--- src/rtl/enabled_item_pkg.sv ---
// Shared widths and typedefs for the enabled-item collector.
// Slot-id and count widths are derived from the slot count.
package enabled_item_pkg;

  localparam int unsigned DEF_ITEM_NUM = 8;

  function automatic int unsigned id_w(input int unsigned n);
    return (n > 1) ? $clog2(n) : 1;
  endfunction

  function automatic int unsigned cnt_w(input int unsigned n);
    return $clog2(n) + 1;
  endfunction

  typedef logic [id_w(DEF_ITEM_NUM)-1:0]  slot_id_t;
  typedef logic [cnt_w(DEF_ITEM_NUM)-1:0] cnt_t;

endpackage

--- src/rtl/enabled_item_collector_rotated_prefix_mask.sv ---
// Oldest-first clear mask: rotate by head, take first N set bits,
// unrotate, and report the last slot taken. Purely combinational.
module rotated_prefix_mask
  import enabled_item_pkg::*;
#(
  parameter int ITEM_NUM = 8
) (
  input  logic [ITEM_NUM-1:0]           i_seq,
  input  logic [id_w(ITEM_NUM)-1:0]     i_start,
  input  logic [cnt_w(ITEM_NUM)-1:0]    i_num,
  output logic [ITEM_NUM-1:0]           o_clr,
  output logic [id_w(ITEM_NUM)-1:0]     o_last
);

  localparam int IW = id_w(ITEM_NUM);
  localparam int CW = cnt_w(ITEM_NUM);

  logic [ITEM_NUM-1:0] w_rot;
  logic [ITEM_NUM-1:0] w_sel;
  logic [CW-1:0]       w_run;

  // rotate so that the head slot lands at position 0
  always_comb begin
    w_rot = '0;
    for (int i = 0; i < ITEM_NUM; i++)
      w_rot[i] = i_seq[i_start + IW'(i)];
  end

  // keep set bits while fewer than i_num have been taken
  always_comb begin
    w_sel = '0;
    w_run = '0;
    for (int i = 0; i < ITEM_NUM; i++) begin
      if (w_rot[i] && (w_run < i_num)) begin
        w_sel[i] = 1'b1;
        w_run    = w_run + CW'(1);
      end
    end
  end

  // map the selection back to slot order and find the last one
  always_comb begin
    o_clr  = '0;
    o_last = i_start;
    for (int i = 0; i < ITEM_NUM; i++) begin
      if (w_sel[i]) begin
        o_clr[i_start + IW'(i)] = 1'b1;
        o_last                  = i_start + IW'(i);
      end
    end
  end

endmodule

--- src/rtl/enabled_item_collector.sv ---
// Slot-enable collector: multi-port set, oldest-first bulk consume.
// Define ENABLED_ITEM_COLLECTOR_ERROR_CHECK_EN for the sticky error flag.
module enabled_item_collector
  import enabled_item_pkg::*;
#(
  parameter int ITEM_NUM = 8,
  parameter int PORT_NUM = 2
) (
  input  logic                                  clk,
  input  logic                                  rst,
  input  logic [PORT_NUM-1:0]                   set_valid,
  input  logic [PORT_NUM-1:0][id_w(ITEM_NUM)-1:0] set_id,
  input  logic                                  consume_valid,
  input  logic [cnt_w(ITEM_NUM)-1:0]            consume_num,
  output logic                                  consume_ready,
  output logic [ITEM_NUM-1:0]                   seq,
  output logic [id_w(ITEM_NUM)-1:0]             start_pos,
  output logic [cnt_w(ITEM_NUM)-1:0]            enabled_num,
  output logic                                  full,
  output logic                                  empty,
  output logic                                  error
);

  localparam int IW = id_w(ITEM_NUM);
  localparam int CW = cnt_w(ITEM_NUM);

  logic [ITEM_NUM-1:0] r_seq;
  logic [IW-1:0]       r_start;
  logic [CW-1:0]       r_cnt;

  logic [ITEM_NUM-1:0] w_set;
  logic [ITEM_NUM-1:0] w_pm_clr;
  logic [ITEM_NUM-1:0] w_clr;
  logic [ITEM_NUM-1:0] w_nseq;
  logic [IW-1:0]       w_last;
  logic [IW-1:0]       w_nstart;
  logic [CW-1:0]       w_ncnt;
  logic                w_fire;

  rotated_prefix_mask #(
    .ITEM_NUM (ITEM_NUM)
  ) u_pm (
    .i_seq   (r_seq),
    .i_start (r_start),
    .i_num   (consume_num),
    .o_clr   (w_pm_clr),
    .o_last  (w_last)
  );

  // merge all set ports into one slot mask
  always_comb begin
    w_set = '0;
    for (int p = 0; p < PORT_NUM; p++)
      if (set_valid[p]) w_set[set_id[p]] = 1'b1;
  end

  assign consume_ready = (consume_num <= r_cnt);
  assign w_fire = consume_valid & consume_ready
                & (consume_num != '0);
  assign w_clr  = w_fire ? w_pm_clr : '0;
  assign w_nseq = (r_seq & ~w_clr) | w_set;
  assign w_nstart = w_fire ? (w_last + IW'(1)) : r_start;

  // popcount of the next mask
  always_comb begin
    w_ncnt = '0;
    for (int i = 0; i < ITEM_NUM; i++)
      w_ncnt = w_ncnt + CW'(w_nseq[i]);
  end

  // mask, head and count registers
  always_ff @(posedge clk) begin
    if (rst) begin
      r_seq   <= '0;
      r_start <= '0;
      r_cnt   <= '0;
    end else begin
      r_seq   <= w_nseq;
      r_start <= w_nstart;
      r_cnt   <= w_ncnt;
    end
  end

  assign seq         = r_seq;
  assign start_pos   = r_start;
  assign enabled_num = r_cnt;
  assign full        = (r_cnt == CW'(ITEM_NUM));
  assign empty       = (r_cnt == '0);

`ifdef ENABLED_ITEM_COLLECTOR_ERROR_CHECK_EN
  logic r_error;
  logic w_err_hit;

  assign w_err_hit = (|(w_set & r_seq & ~w_clr))
                   | (consume_valid & ~consume_ready);

  // sticky protocol-error flag
  always_ff @(posedge clk) begin
    if (rst)            r_error <= 1'b0;
    else if (w_err_hit) r_error <= 1'b1;
  end

  assign error = r_error;
`else
  assign error = 1'b0;
`endif

endmodule
--- config.mk ---
export PLATFORM = sky130hd
export DESIGN_NAME = enabled_item_collector
export DESIGN_NICKNAME = d
export VERILOG_FILES = /design/src/rtl/enabled_item_pkg.sv /design/src/rtl/enabled_item_collector_rotated_prefix_mask.sv /design/src/rtl/enabled_item_collector.sv
export SDC_FILE = /design/constraint.sdc
export NUM_CORES = 1
export LEC_CHECK = 0
export ABC_AREA = 1
export CAP_MARGIN = 40
export CORE_ASPECT_RATIO = 2
export CORE_MARGIN = 4
export CORE_UTILIZATION = 58
export DETAILED_ROUTE_END_ITERATION = 8
export GPL_TIMING_DRIVEN = 1
export PLACE_DENSITY = 0.82
export SYNTH_ARGS = -nofsm -noshare
export SYNTH_HDL_FRONTEND = slang
export SYNTH_SLANG_ARGS = --single-unit
--- constraint.sdc ---
create_clock -name clk -period 15.2 [get_ports clk]
set_clock_uncertainty 0.05 [all_clocks]
set_input_delay 3.8 -clock clk [delete_from_list [all_inputs] [get_ports clk]]
set_output_delay 3.8 -clock clk [all_outputs]
set_load 0.01 [all_outputs]
==> results of run 1 <==
-- flip-flops by register name (all words and copies together), names as in the netlist --
signal / cells
enabled_num: 4
seq: 8
start_pos: 3
-- Yosys cell counts, types with 2 or more instances --
master,n
a2111oi_0,2
a211oi_1,2
a21oi_1,22
a21oi_2,8
a221oi_1,6
a31oi_1,3
buf_1,2
buf_2,4
buf_4,2
buf_6,2
clkbuf_1,8
clkinv_1,2
dfxtp_1,15
fa_1,4
ha_1,34
inv_1,73
inv_2,4
nand2_1,159
nand2_2,9
nand3_1,25
nand3_2,8
nand4_1,2
nor2_1,25
nor3_1,20
o2111ai_1,2
o211ai_1,7
o21ai_0,25
o21ai_1,3
o221ai_1,7
o22ai_1,3
or2_2,3
xnor2_1,2
xor2_1,4
-- how the worst max path moves through the flow --
stage,slack [ns],endpoint,start
finish,0.90,enabled_num[2],consume_num[3]
global route,-0.08,enabled_num[2],consume_num[3]
CTS,0.06,enabled_num[2],consume_num[0]
detailed placement,-0.14,enabled_num[2],consume_num[0]
global placement,0.02,enabled_num[2],consume_num[0]
floorplan,0.93,enabled_num[2],consume_num[1]
-- cell families (layout without fill, tap and decap cells) --
kind of cell               after synthesis  in the layout  share of synthesized area, %
and+or+nand+nor                        253            253                          37.0
other                                    1              2                         0.125
DFF                                     15             15                          10.0
adders and majority gates               38             38                          16.9
AOI/OAI and AO/OA                       94             94                          20.5
buffers and inverters                   98            134                          13.4
xor gates and xnor gates                 6              6                          1.75
muxes                                    1              1                         0.334
-- worst register-to-register path: cells and delay by family, from the launching register on --
family,cells,cell delay [ns]
adders and majority gates,13,4.45
xor gates and xnor gates,4,0.75
buffers and inverters,11,1.60
DFF,1,0.61
and+or+nand+nor,23,2.12
AOI/OAI and AO/OA,10,2.45
-- cells in the final DEF (no fill, tap or decap), types with 6 or more instances in the layout --
cell	netlist	routed
a21oi_1	22	22
a21oi_2	8	8
a221oi_1	6	6
buf_4	2	17
clkdlybuf4s50_1	0	31
dfxtp_1	15	15
ha_1	34	34
inv_1	73	73
nand2_1	159	158
nand2_2	9	10
nand3_1	25	25
nand3_2	8	8
nor2_1	25	25
nor3_1	20	20
o211ai_1	7	7
o21ai_0	25	24
o221ai_1	7	7
-- metal layers --
metal  GRT usage [%]  share of wire, %
met1            28.6                35
met2            57.4                54
met3            2.00               4.1
met4            18.8               7.1
met5               0                 0
-- area by class of cell --
| cell class | count | area (um2) |
|---|---|---|
| clock buffer | 4 | 45.0 |
| fill | 428 | 1410 |
| inverter | 80 | 308 |
| multi-input combinational | 394 | 2350 |
| sequential | 15 | 300 |
| tap | 57 | 71.3 |
| timing repair buffer | 50 | 478 |
-- power breakdown --
| group | total, uW | internal, uW | switching [uW] |
|---|---|---|---|
| clock network | 31.8 | 18.5 | 13.3 |
| registers | 56.6 | 45.9 | 10.8 |
| logic | 570 | 210 | 360 |
-- repair_timing --
| action | 4_1_cts | 5_1_grt |
|---|---|---|
| resized for setup | 0 | 11 |
| endpoints found under the setup margin | 0 | 4 |
| buffers inserted | 0 | 5 |
-- per-stage QoR --
stage	setup TNS (ns)	hold WS, ns	cells
2_1_floorplan	0	0.477	507
3_3_place_gp	0	0.458	590
3_5_place_dp	-0.248	0.472	591
4_1_cts	0	0.487	595
5_1_grt	-0.0779	0.512	600
6_report	0	0.492	600
==> results.py, run 1 <==
metrics = {
    "cells_and_area": {
        "fin_nets": 597,
        "final_layout_size_suffix_gt1_share_pct": 11.0,
        "fin_util_pct": 71.6,
        "antenna_cells": 0,
        "fin_area_mm2": 0.00355,
        "synthToLayoutAreaGrowth_pct": 18.4,
    },
    "outcome": {
        "status": "completed",
    },
    "synth": {
        "async_flop_share_pct": 0,
        "synth_seq_cells": 15,
        "postSynthCellCount": 506,
        "synth_edf_count": 0,
        "ys_types": 42,
        "synth_area_per_cell_um2": 5.92,
        "ys.flop_type": "dfxtp_1",
        "synth_area_leaders": "nand2_1 20%, ha_1 14%, dfxtp_1 10%",
        "synth_top_area_share_pct": 19.9,
        "yosys_warnings": 0,
        "yosysTopAreaCell": "nand2_1",
        "seq_area_frac_synth_pct": 10.0,
        "syn_area_mm2": 0.00300,
    },
    "die": {
        "core_area_mm2": 0.00495,
        "die_w_um": 58.8,
        "start_util_pct": 60.5,
        "rows": 36,
        "fp.dieH_um": 110,
        "dieArea_mm2": 0.00645,
        "ios": 34,
    },
    "setup_path": {
        "cp_common_cell": "nand2_1",
        "critPathRequiredTime_ns": 15.26,
        "rrSetupSlack_ns": 3.03,
        "crit_buf_inv": 11,
        "crit_arrival_ns": 14.36,
        "path_max_fanout": 9,
        "crit_path_start_kind": "primary input",
        "cpMaxStageDelayCell": "fa_1",
        "end_kind": "flop",
        "worst-r2r-cell-count": 61,
        "r2r_end": "enabled_num[2]",
        "crit_cells": 61,
        "cpPeakStageDelay_ns": 0.56,
        "crit_family": "adder cells",
        "critPathKind": "primary input to flop",
        "r2r_start": "start_pos[1]",
    },
    "hold_path": {
        "worstHoldStart": "seq[6]",
        "min_path_type": "flop to flop",
        "min_path_cells": 2,
        "hold_end": "seq[6]",
    },
    "global_route": {
        "grt_max_degree": 26,
        "overflow": 0,
        "first_global_vias": 3364,
        "grt_usage_pct": 29.7,
        "antenna_found_initial": 0,
        "grt_pass1_wl_um": 14900,
    },
    "clock_network": {
        "clockBufferDepth": 2,
        "numCtsBuffers": 3,
        "htree_levels": 1,
        "cts.sinks": 15,
        "cts_hold_buf": 0,
        "clk_latency_ns": 0.24,
        "clk_pin_slew_ns": 0.06,
        "tritoncts": "done",
        "cts_root_buffer": "clkbuf_8",
    },
    "sta": {
        "layout_min_cycle_time_ns": 14.30,
        "postLayoutSetupSlackWorst_ns": 0.897,
        "tightest_slew_ns": 0.730,
        "relSlewSlack_pct": 51.2,
        "drv_slew": 0,
        "finalCritPeriodShare_pct": 94.1,
        "hold_viol_final": 0,
        "max_freq_ghz": 0.0699,
        "setup_viol": 0,
    },
    "power_and_ir_drop": {
        "leakage_uw": 0.00176,
        "ir_drop_mv": 0.150,
        "power_uw": 658,
        "p_per_area_mw_per_mm2": 186,
    },
    "routing": {
        "drc": 0,
        "wl_per_cell_um": 15.9,
        "drtAntennaViolNets": 0,
        "dr.pass1.iters": 7,
        "routed_wl_um": 9520,
        "vias_per_cell": 5.91,
        "vias": 3548,
        "drtIter0Drc": 239,
    },
    "place": {
        "place_area_mm2": 0.00341,
        "preCtsSetupSlack_ns": -0.144,
        "place.port_buffers": 32,
        "place_congestion": 0.951,
        "dp_hpwl_um": 7610,
    },
    "job": {
        "maxCapViolCount": 0,
    },
}
Power figures use the tool's default switching activity.
==> inputs of run 2 (changes only) <==
- CORE_UTILIZATION: 58 -> 59
- PLACE_DENSITY: 0.82 -> 0.83
- SYNTH_HIERARCHICAL: default -> 1
==> results.py, run 2 <==
metrics = {
    "synth": {
        "synth_area_leaders": "nand2_1 16%, ha_1 14%, dfxtp_1 9.6%",
        "yosys_warnings": 6,
        "yosysMostFrequentCell": "nand2_1",
        "ys.flop_type": "dfxtp_1",
        "synth_top_area_share_pct": 15.9,
        "async_flop_share_pct": 0,
        "syn_area_mm2": 0.00313,
        "synth_common_cells": "133 x nand2_1, 80 x inv_1, 34 x ha_1",
        "postSynthCellCount": 519,
        "seq_area_frac_synth_pct": 9.59,
        "synth_seq_cells": 15,
        "yosysTopAreaCell": "nand2_1",
        "synth_area_per_cell_um2": 6.03,
        "syn_nets": 572,
        "ys_types": 41,
        "synth_edf_count": 0,
    },
    "sta": {
        "finalCritPeriodShare_pct": 93.7,
        "hold_viol_final": 0,
        "drv_slew": 0,
        "relSlewSlack_pct": 65.6,
        "max_freq_ghz": 0.0702,
        "whs_ns": 0.464,
        "tightest_slew_ns": 0.516,
        "layout_min_cycle_time_ns": 14.24,
        "setup_viol": 0,
    },
    "global_route": {
        "overflow": 0,
        "antenna_found_initial": 0,
        "grt_max_degree": 27,
        "grt_pass1_wl_um": 16300,
        "grt_usage_pct": 31.0,
        "first_global_vias": 3693,
    },
    "die": {
        "start_util_pct": 60.9,
        "core_area_mm2": 0.00514,
        "fp.dieH_um": 111,
        "die_w_um": 59.5,
        "dieArea_mm2": 0.00661,
        "rows": 37,
        "ios": 34,
    },
    "cells_and_area": {
        "synthToLayoutAreaGrowth_pct": 15.8,
        "layout_commonest_cell": "nand2_1",
        "antenna_cells": 0,
        "final_layout_size_suffix_gt1_share_pct": 12.3,
        "fin_nets": 606,
        "largest_reg_flops": 8,
        "final_cell_mix": "132 x nand2_1, 80 x inv_1, 34 x ha_1",
    },
    "job": {
        "maxCapViolCount": 0,
    },
    "clock_network": {
        "tritoncts": "done",
        "numCtsBuffers": 3,
        "clk_pin_slew_ns": 0.06,
        "cts_root_buffer": "clkbuf_8",
        "htree_levels": 1,
        "clk_latency_ns": 0.26,
        "cts.sinks": 15,
        "clockBufferDepth": 2,
    },
    "setup_path": {
        "cpMaxStageDelayCell": "fa_1",
        "crit_arrival_ns": 14.32,
        "crit_path_start": "consume_num[3]",
        "cpPeakStageDelay_ns": 0.51,
        "critPathRequiredTime_ns": 15.28,
        "end_kind": "flop",
        "path_max_fanout": 8,
        "critPathKind": "primary input to flop",
        "r2r_start": "start_pos[0]",
        "crit_path_start_kind": "primary input",
    },
    "power_and_ir_drop": {
        "p_per_area_mw_per_mm2": 153,
        "power.internal_uw": 235,
        "pwr-share-comb_pct": 84.2,
        "leakage_uw": 0.00172,
        "clockPowerShare_pct": 6.2,
        "sw_frac_of_total_pct": 57.7,
        "ir_drop_mv": 0.121,
        "power_uw": 555,
        "seq_power_share_pct": 9.6,
        "switching_power_uw": 320,
    },
    "routing": {
        "drc": 0,
        "routed_wl_um": 9830,
        "vias_per_cell": 6.03,
        "vias": 3681,
        "dr.pass1.iters": 4,
        "drtAntennaViolNets": 0,
        "wl_per_cell_um": 16.1,
        "drtIter0Drc": 272,
    },
    "hold_path": {
        "worstHoldStart": "seq[3]",
        "min_path_type": "flop to flop",
    },
    "place": {
        "place_congestion": 0.956,
        "place.port_buffers": 32,
        "dp_hpwl_um": 7720,
    },
    "outcome": {
        "status": "completed",
    },
}
-- run 2: cell count changes in the layout (fill, tap and decap cells not counted), moves of 4 or more --
cell | before | now
nor2_1 | 25 | 32
nand3_1 | 25 | 32
o211ai_1 | 7 | 3
o2111ai_1 | 2 | 8
o21bai_1 | 0 | 8
a221oi_1 | 6 | 0
nand2_2 | 10 | 20
nand3_2 | 8 | 14
inv_1 | 73 | 80
a21oi_2 | 8 | 0
nand2_1 | 158 | 132
-- run 2: what timing repair did --
item / in CTS / in global routing
setup buffers: 0 / 3
gates resized for setup: 0 / 5
hold buffers: 0 / 0
endpoints found under the setup margin: 0 / 4
-- run 2: power groups by stage --
stage	Combinational (uW)	Sequential, uW	Clock (uW)
detailed placement	447	54.1	0
global route	522	54.1	34.2
floorplan	320	55.0	0
CTS	451	53.3	33.9
global placement	428	56.5	0
finish	468	53.3	34.1
-- run 2: routing by layer --
metal / up-vias / wire, um / global-route usage [%]
met1: 1692 / 3470 / 32.0
met2: 163 / 5450 / 56.5
met3: 51 / 395 / 1.52
met4: 0 / 513 / 19.8
li1: 1775 / - / -
met5: - / 0 / 0
-- run 2: path summary, 6_finish.rpt --
kind | slack, ns | to | cells after the start
worst max-delay path | 0.96 | enabled_num[2] | 61
worst min-delay path | 0.46 | seq[3] | 2
worst max register to register | 3.29 | enabled_num[2] | 63
worst min register to register | 0.46 | seq[3] | 2
-- run 2: through the flow --
stage               worst slack [ns]  instance area [um2]  utilization, %  setup TNS, ns  instances
floorplan                      0.725                 3130               -              0        519
global placement               0.620                 3520            68.4              0        602
detailed placement             0.131                 3540            69.0              0        603
CTS                            0.312                 3590            69.9              0        607
global route                -0.00685                 3620            70.5       -0.00685        610
finish                         0.960                 3620            70.5              0        610
-- run 2: cell type report --
cell class | count | area (um2)
Timing Repair Buffer | 47 | 453
Multi-Input combinational cell | 401 | 2430
Clock buffer | 4 | 45.0
Inverter | 85 | 325
Tap cell | 58 | 72.6
Fill cell | 456 | 1510
Sequential cell | 15 | 300
-- run 2: kinds of logic after synthesis --
kind of cell             Yosys count  share of synthesized area, %
AO/OA/AOI/OAI                     92                          19.1
XOR/XNOR                           7                          1.96
adder cells (fa/ha/maj)           38                          16.1
buffers and inverters            103                          13.3
flip-flops                        15                          9.59
multiplexers                       1                         0.320
other                              2                         0.240
AND/OR/NAND/NOR                  261                          39.4
-- run 2: worst max-delay path: cells and delay by family --
kind / cells / cell delay, ns
xor gates and xnor gates: 5 / 0.90
adders and majority gates: 12 / 3.51
and+or+nand+nor: 24 / 2.43
AOI/OAI and AO/OA: 9 / 1.89
buffers and inverters: 11 / 1.80
==> inputs of run 3 (changes only) <==
- PLACE_DENSITY: 0.83 -> 0.87
- SETUP_SLACK_MARGIN: default -> 0.1
==> results.py, run 3 (synthesis results as in run 2) <==
metrics = {
    "power_and_ir_drop": {
        "p_per_area_mw_per_mm2": 151,
        "ir_drop_mv": 0.114,
        "leakage_uw": 0.00170,
    },
    "clock_network": {
        "htree_levels": 1,
        "clk_latency_ns": 0.26,
        "tritoncts": "done",
        "cts.sinks": 15,
        "clk_pin_slew_ns": 0.07,
        "clockBufferDepth": 2,
        "numCtsBuffers": 3,
        "cts_hold_buf": 0,
        "cts_root_buffer": "clkbuf_8",
    },
    "outcome": {
        "violations": "DRC",
        "status": "complete, but fails checks",
    },
    "sta": {
        "setup_viol": 0,
        "rsz0062_at_grt": "false",
        "whs_ns": 0.476,
        "drv_slew": 0,
        "max_freq_ghz": 0.0699,
        "relSlewSlack_pct": 65.3,
        "hold_viol_final": 0,
        "finalCritPeriodShare_pct": 94.1,
        "tightest_slew_ns": 0.520,
        "layout_min_cycle_time_ns": 14.30,
    },
    "setup_path": {
        "path_max_fanout": 18,
        "crit_path_start_kind": "primary input",
        "critPathRequiredTime_ns": 15.29,
        "critPathKind": "primary input to flop",
        "end_kind": "flop",
        "cpPeakStageDelay_ns": 0.58,
        "crit_family": "adder cells",
        "crit_buf_inv": 10,
        "crit_arrival_ns": 14.39,
        "cpMaxStageDelayCell": "clkdlybuf4s50_1",
    },
    "cells_and_area": {
        "antenna_cells": 0,
        "final_layout_size_suffix_gt1_share_pct": 12.1,
        "fin_nets": 601,
        "largest_reg_flops": 8,
        "final_cell_mix": "132 x nand2_1, 80 x inv_1, 34 x ha_1",
        "synthToLayoutAreaGrowth_pct": 15.4,
        "final_cells": 605,
        "layout_commonest_cell": "nand2_1",
    },
    "die": {
        "die_w_um": 59.5,
        "core_area_mm2": 0.00514,
        "rows": 37,
        "start_util_pct": 60.9,
        "dieArea_mm2": 0.00661,
        "ios": 34,
        "fp.dieH_um": 111,
    },
    "routing": {
        "vias": 3643,
        "routed_wl_um": 9670,
        "drtIter0Drc": 220,
        "drc": 1,
        "drtAntennaViolNets": 0,
        "wl_per_cell_um": 16.0,
        "dr.pass1.iters": 7,
        "vias_per_cell": 6.02,
    },
    "global_route": {
        "grt_pass1_wl_um": 16100,
        "grt_usage_pct": 30.6,
        "overflow": 0,
        "antenna_found_initial": 0,
        "first_global_vias": 3728,
        "grt_max_degree": 30,
    },
    "place": {
        "place_inst": 600,
        "dp_hpwl_um": 7750,
        "place.port_buffers": 32,
        "place_congestion": 0.962,
    },
    "hold_path": {
        "min_path_type": "flop to flop",
    },
    "job": {
        "maxCapViolCount": 0,
    },
}
[run 3: final timing paths]
path / from / endpoint / slack (ns) / cells past startpoint
max: consume_num[2] / enabled_num[2] / 0.90 / 60
min: seq[1] / seq[1] / 0.48 / 2
max reg2reg: start_pos[0] / enabled_num[2] / 3.06 / 61
min reg2reg: seq[1] / seq[1] / 0.48 / 2
[run 3: repair_timing]
action / in CTS / in global routing
setup buffers: 0 / 1
resized for setup: 2 / 10
setup endpoints to repair: 2 / 4
pin swaps: 0 / 1
[run 3: tightest hold or removal path, stage by stage (launching register included)]
cell	delay (ns)
dfxtp_1	0.34
nand2_1	0.08
a21oi_1	0.06
[run 3: where the power goes]
group          leakage (uW)  switching (uW)  total [uW]  internal (uW)
combinational       0.00155             297         460            163
sequential         0.000123            6.76        52.2           45.5
clock             0.0000255            15.9        34.1           18.2
[run 3: cell type report]
class	count	area, um2
fillers	423	1530
clock buffers	3	41.3
inverters	85	325
repair buffers	42	395
well taps	58	72.6
multi-input cells	401	2470
flip-flops and latches	15	300
clock inverters	1	5.00
[run 3: per-layer routing]
metal	vias up	global-route usage (%)	wire length, um
met2	166	56.4	5270
met5	-	0	0
met4	0	23.1	761
met3	65	2.33	427
li1	1759	-	-
met1	1653	28.8	3210
[run 3: through the flow]
| step | utilization [%] | setup TNS [ns] | worst slack (ns) | instance area, um2 | total power, uW |
|---|---|---|---|---|---|
| detailed placement | 68.2 | -0.535 | -0.295 | 3500 | 491 |
| finish | 70.3 | 0 | 0.899 | 3610 | 546 |
| CTS | 69.3 | 0 | 0.188 | 3560 | 530 |
| global route | 70.3 | 0 | 0.0699 | 3610 | 601 |
| floorplan | - | 0 | 0.725 | 3130 | 375 |
| global placement | 68.2 | 0 | 0.215 | 3500 | 474 |
